$ cat src/rtl/alarm_timekeeper.sv
// alarm_timekeeper: BCD time-of-day counter with set-time load and a
// three-state alarm FSM (idle / ringing / snoozing).
`timescale 1ns/1ps
module alarm_timekeeper #(
  parameter int unsigned CLK_HZ     = 25_000_000,
  parameter int unsigned SNOOZE_MIN = 9,
  parameter int unsigned RING_SEC   = 60
) (
  input  logic       MHz_25,
  input  logic       reset,
  input  logic       set_time,
  input  logic [7:0] hours_set,
  input  logic [7:0] minutes_set,
  input  logic [7:0] hours_alarm,
  input  logic [7:0] minutes_alarm,
  input  logic       alarm_en,
  input  logic       snooze,
  input  logic       dismiss,
  output logic [7:0] hours,
  output logic [7:0] minutes,
  output logic [7:0] seconds,
  output logic       tick_1hz,
  output logic       alarm_on,
  output logic       snoozing
);

  localparam int unsigned   PW         = (CLK_HZ > 1) ? $clog2(CLK_HZ) : 1;
  localparam logic [PW-1:0] PRESC_LAST = PW'(CLK_HZ - 1);
  localparam int unsigned   RW         = $clog2(RING_SEC + 1);
  localparam logic [RW-1:0] RING_LAST  = RW'(RING_SEC - 1);
  localparam logic [6:0]    SNZ        = 7'(SNOOZE_MIN);

  // Each output flag owns one state bit so alarm_on/snoozing come straight
  // from flops with no decode.
  typedef enum logic [1:0] {
    IDLE    = 2'b00,
    RINGING = 2'b01,
    SNOOZE  = 2'b10
  } state_t;

  logic [PW-1:0] presc_q, presc_d;
  logic [7:0]    hours_q, hours_d;
  logic [7:0]    minutes_q, minutes_d;
  logic [7:0]    seconds_q, seconds_d;
  logic          tick_q;
  logic          tick;
  logic          set_valid;
  logic          on_zero;
  logic          alarm_hit;
  logic          snooze_hit;
  state_t        state_q;
  logic [RW-1:0] ring_cnt_q;
  logic [7:0]    snz_h_q, snz_m_q;
  logic [7:0]    snz_h_d, snz_m_d;
  logic [6:0]    min_sum;
  logic [6:0]    hr_sum;

  function automatic logic [7:0] bcd_inc(input logic [7:0] v);
    if (v[3:0] == 4'd9) return {v[7:4] + 4'd1, 4'h0};
    else                return {v[7:4], v[3:0] + 4'd1};
  endfunction

  function automatic logic [6:0] bcd2bin(input logic [7:0] v);
    return {3'b000, v[7:4]} * 7'd10 + {3'b000, v[3:0]};
  endfunction

  function automatic logic [7:0] bin2bcd(input logic [6:0] v);
    logic [7:0] w;
    w = {1'b0, v};
    return ((w / 8'd10) << 4) | (w % 8'd10);
  endfunction

  assign set_valid = (hours_set[7:4] <= 4'd9) && (hours_set[3:0] <= 4'd9) &&
                     (minutes_set[7:4] <= 4'd9) && (minutes_set[3:0] <= 4'd9) &&
                     (hours_set <= 8'h23) && (minutes_set <= 8'h59);

  // Next time of day: set-time load, 1 Hz BCD advance, or prescaler count.
  always_comb begin
    presc_d   = presc_q;
    hours_d   = hours_q;
    minutes_d = minutes_q;
    seconds_d = seconds_q;
    tick      = 1'b0;
    if (set_time) begin
      presc_d   = '0;
      seconds_d = '0;
      if (set_valid) begin
        hours_d   = hours_set;
        minutes_d = minutes_set;
      end
    end else if (presc_q == PRESC_LAST) begin
      presc_d = '0;
      tick    = 1'b1;
      if (seconds_q == 8'h59) begin
        seconds_d = '0;
        if (minutes_q == 8'h59) begin
          minutes_d = '0;
          hours_d   = (hours_q == 8'h23) ? '0 : bcd_inc(hours_q);
        end else begin
          minutes_d = bcd_inc(minutes_q);
        end
      end else begin
        seconds_d = bcd_inc(seconds_q);
      end
    end else begin
      presc_d = presc_q + PW'(1);
    end
  end

  // A match only happens on a tick that lands on hh:mm:00; loads never tick.
  assign on_zero    = tick && (seconds_q == 8'h59);
  assign alarm_hit  = on_zero && (hours_d == hours_alarm) && (minutes_d == minutes_alarm);
  assign snooze_hit = on_zero && (hours_d == snz_h_q) && (minutes_d == snz_m_q);

  // Snooze target: current hh:mm plus SNOOZE_MIN, wrapping at 24:00.
  always_comb begin
    min_sum = bcd2bin(minutes_q) + SNZ;
    hr_sum  = bcd2bin(hours_q);
    if (min_sum >= 7'd60) begin
      min_sum = min_sum - 7'd60;
      hr_sum  = hr_sum + 7'd1;
    end
    if (hr_sum >= 7'd24) hr_sum = '0;
    snz_h_d = bin2bcd(hr_sum);
    snz_m_d = bin2bcd(min_sum);
  end

  // Time-of-day, prescaler and tick registers.
  always_ff @(posedge MHz_25) begin
    if (reset) begin
      presc_q   <= '0;
      hours_q   <= '0;
      minutes_q <= '0;
      seconds_q <= '0;
      tick_q    <= 1'b0;
    end else begin
      presc_q   <= presc_d;
      hours_q   <= hours_d;
      minutes_q <= minutes_d;
      seconds_q <= seconds_d;
      tick_q    <= tick;
    end
  end

  // Alarm FSM with ring-timeout counter and latched snooze target.
  always_ff @(posedge MHz_25) begin
    if (reset) begin
      state_q    <= IDLE;
      ring_cnt_q <= '0;
      snz_h_q    <= '0;
      snz_m_q    <= '0;
    end else if (set_time || !alarm_en) begin
      state_q <= IDLE;
    end else begin
      case (state_q)
        IDLE: begin
          if (alarm_hit) begin
            state_q    <= RINGING;
            ring_cnt_q <= '0;
          end
        end
        RINGING: begin
          if (dismiss) begin
            state_q <= IDLE;
          end else if (snooze) begin
            state_q <= SNOOZE;
            snz_h_q <= snz_h_d;
            snz_m_q <= snz_m_d;
          end else if (tick) begin
            if (ring_cnt_q == RING_LAST) state_q <= IDLE;
            else                         ring_cnt_q <= ring_cnt_q + RW'(1);
          end
        end
        SNOOZE: begin
          if (dismiss) begin
            state_q <= IDLE;
          end else if (snooze_hit) begin
            state_q    <= RINGING;
            ring_cnt_q <= '0;
          end
        end
        default: state_q <= IDLE;
      endcase
    end
  end

  assign hours    = hours_q;
  assign minutes  = minutes_q;
  assign seconds  = seconds_q;
  assign tick_1hz = tick_q;
  assign alarm_on = state_q[0];
  assign snoozing = state_q[1];

endmodule

$ cat config.mk
export PLATFORM = sky130hd
export DESIGN_NAME = alarm_timekeeper
export DESIGN_NICKNAME = d
export VERILOG_FILES = /design/src/rtl/alarm_timekeeper.sv
export SDC_FILE = /design/constraint.sdc
export NUM_CORES = 1
export LEC_CHECK = 0
export ABC_AREA = 1
export BUFFER_PORTS_ARGS = -buffer_cell sky130_fd_sc_hd__buf_4
export CAP_MARGIN = 25
export CORE_ASPECT_RATIO = 1.25
export CORE_UTILIZATION = 35
export DETAILED_ROUTE_END_ITERATION = 6
export GPL_TIMING_DRIVEN = 0
export PLACE_DENSITY = 0.62
export SKIP_LAST_GASP = 1
export SLEW_MARGIN = 20
export SYNTH_ARGS = -nofsm -noshare
export SYNTH_HDL_FRONTEND = slang
export SYNTH_SLANG_ARGS = --single-unit
$ cat constraint.sdc
create_clock -name MHz_25 -period 4.9 [get_ports MHz_25]
set_clock_uncertainty 0.2 [all_clocks]
set_input_delay 0.245 -clock MHz_25 [delete_from_list [all_inputs] [get_ports MHz_25]]
set_output_delay 0.245 -clock MHz_25 [all_outputs]
set_load 0.03 [all_outputs]
==> results.tsv <==
metric	value	unit
flops & latches, synth	74	
Clock Power Share	46.2	%
Area growth, synth to finish	17.7	%
max_slew headroom	29.6	%
CTS H-Tree Depth	3	
portion of total power attributed to combinational logic	12.7	%
TNS Setup	0	ps
library cell with the highest instance count after synthesis	nand2_1	
final setup violation count	0	
DIE WIDTH	119	um
Switch Pwr	0.391	mW
commonest register cell after synthesis	dfxtp_1	
# IOs	65	
post-synthesis sequential area ratio	24.7	%
Setup crit start kind	flop	
combined global-route utilization of all metal layers	18.5	%
GR Overflow Total	0	
post-synth cell types	56	
DRT Pass-1 Iters	6	
number of cells on the worst reg-to-reg path	27	
type of element capturing the critical path	flop	
starting DRC count in detailed routing	348	
total power	1.48	mW
Worst IR Drop VDD	0.145	mV
vias	5712	
slew of the pin with the lowest slew margin	1050	ps
area used by multi-input combinational logic	3950	um2
static leakage power	2.93	nW
setup bufs post-CTS	0	
count of antenna diodes in the layout	0	
number of rows in the core area	53	
DRT Wirelength	15.5	mm
placed wire-length estimate after detailed placement	12.4	mm
post-synthesis cell area	5990	um2
detailed-route wire length per cell	13.2	um
power density cells	210	nW/um2
Net Sw Frac	26.4	%
Initial Utilization	35.7	%
worst endpoint data arrival time	4480	ps
Final period util	90.9	%
Bufs on Longest Clock Path	2	
Max Cap Violations	0	
fraction of registers with async set/reset	0	%
Peak Freq	0.224	GHz
warnings from Yosys	0	
EDFF count, synth	0	
vias in the first global route	5471	
number of nets in the final layout	1029	
number of fill cells	1789	
proportion of layout cells with a drive suffix above 1	18.2	%
class of the tightest hold or removal check	in -> reg	
crit path max fanout	10	
remaining number of nets flagged by the antenna check after routing	0	
internal power	1.09	mW
global-route wire length before repair	26.2	mm
CTS clk-pin slew, worst paths	60	ps
post-DR vias/cell	4.87	
die extent in y	148	um
most used standard cells in the synthesized netlist	156 x nand2_1, 112 x inv_1, 87 x nor2_1	
Crit path required time	4920	ps
unrepaired setup endpoints after global routing	false	
biggest area contributors in the synthesized netlist	dfxtp_1 25%, nand2_1 9.8%, ha_1 7.9%	
placer congestion estimate	0.872	
crit path kind	reg -> reg	
sequential fraction of design power	41.1	%
post-place instance area	6750	um2
floorplan die area	17700	um2
PortBufs	64	
number of gates resized after cts	0	
net count of the mapped netlist	954	
clock tree from TritonCTS	yes	
largest net degree at the start of global routing	14	
area share of the largest cell type after synthesis	24.7	%
combined flip-flop and latch cell area	1480	um2
violated checks	design-rule violations	
Synth Instances	874	
Skew-Pair Late Insertion Delay	340	ps
Sink Count	74	
Hold Violations, Final	0	
average instance area after synthesis	6.86	um2
worst hold path cell count	3	
final critical-path required period	4460	ps
cts hold-fix bufs	0	
CORE AREA	16800	um2
total clock buffers created by CTS	9	
largest area contributor in the netlist	dfxtp_1	
Root Buffer	clkbuf_16	
antenna violations before repair	0	
final cell area excluding filler cells	7050	um2
pins over their slew limit	0	
Post-route DRC	2	
outcome	complete, but fails checks	
worst paths after layout:
path | start | endpoint | slack [ps]
worst max-delay path | minutes[4]$_SDFF_PP0_ | snz_m_q[7]$_SDFFE_PP0P_ | 440
worst min-delay path | snooze | state_q[1]$_SDFFE_PP0P_ | 40
worst max register to register | minutes[4]$_SDFF_PP0_ | snz_m_q[7]$_SDFFE_PP0P_ | 440
worst min register to register | snz_h_q[6]$_SDFFE_PP0P_ | snz_h_q[6]$_SDFFE_PP0P_ | 260
power groups by stage:
stage          Sequential [mW]  Clock (mW)  Combinational (mW)
2_1_floorplan            0.623           0               0.127
3_3_place_gp             0.621           0               0.188
3_5_place_dp             0.621           0               0.189
4_1_cts                  0.608       0.698               0.190
5_1_grt                  0.608       0.720               0.213
6_report                 0.608       0.683               0.188
flip-flops by register name, indices dropped and copies added (netlist names):
register and flops:
presc_q 25, snz_m_q 8, minutes 8, tick_1hz 1, state_q 2, snz_h_q 8, seconds 8, ring_cnt_q 6
hours 8
metrics by stage:
step / util [%] / instances / hold slack (ps) / setup slack, ps
CTS: 42.0 / 1174 / 34.4 / 392
global placement: 40.2 / 1158 / 245 / 435
detailed placement: 40.2 / 1158 / 252 / 406
finish: 42.0 / 1174 / 44.3 / 444
floorplan: - / 874 / 230 / 656
global route: 42.0 / 1174 / 51.3 / 50.3
worst max-delay path: stages, from the launching register on:
cell and delay, ps:
dfxtp_1 540, ha_1 340, ha_1 250, fa_1 420, nand2_1 90, nand2_2 60, inv_1 90, ha_1 180
nand3_1 120, nor2_2 130, nand2_2 90, nand2_4 100, buf_8 150, nand2_2 70, nand2_1 70, nand2_2 80
nor2_4 90, inv_2 50, nand2_1 90, nand2_1 50, nand2_1 80, inv_2 60, o21ai_1 140, nand2_2 130
ha_1 220, or2_2 290, nand3_1 80, a31oi_1 70
cells in the final DEF, fill, tap and decap left out, drive strengths merged, types with 4 or more instances in the layout:
cell    count
a21oi      50
a22oi       8
a31oi       4
buf        67
clkbuf     19
clkinv      5
dfxtp      74
fa          4
ha         38
inv       130
nand2     184
nand3      71
nand3b      6
nand4      32
nor2      102
nor3       23
nor3b       4
nor4        7
o211ai      7
o21ai      41
or2         6
xnor2      16
xor2       35
final cells by class:
type / instances / share of cell area [%]
Multi-Input combinational cell: 656 / 55.9
Inverter: 133 / 7.24
Sequential cell: 74 / 21.0
Timing Repair Buffer: 64 / 6.81
Tap cell: 220 / 3.90
Buffer: 11 / 0.781
Clock buffer: 11 / 3.44
Clock inverter: 5 / 0.887
cells by family (layout without fill, tap and decap cells):
group                      after synthesis  in the layout  synth area share, %
and+or+nand+nor                        438            438                 36.7
buffers and inverters                  144            224                 9.44
AOI/OAI and AO/OA                      125            125                 12.3
DFF                                     74             74                 24.7
xor gates and xnor gates                51             51                 7.58
adders and majority gates               42             42                 9.27
metal layers:
layer | vias up | share of wire (%) | track usage, %
met5 | - | 0 | 0
met4 | 0 | 1.8 | 6.58
met3 | 18 | 3.3 | 2.88
met2 | 94 | 50 | 32.6
met1 | 2560 | 45 | 22.7
li1 | 3040 | - | -
Power figures use the tool's default switching activity.
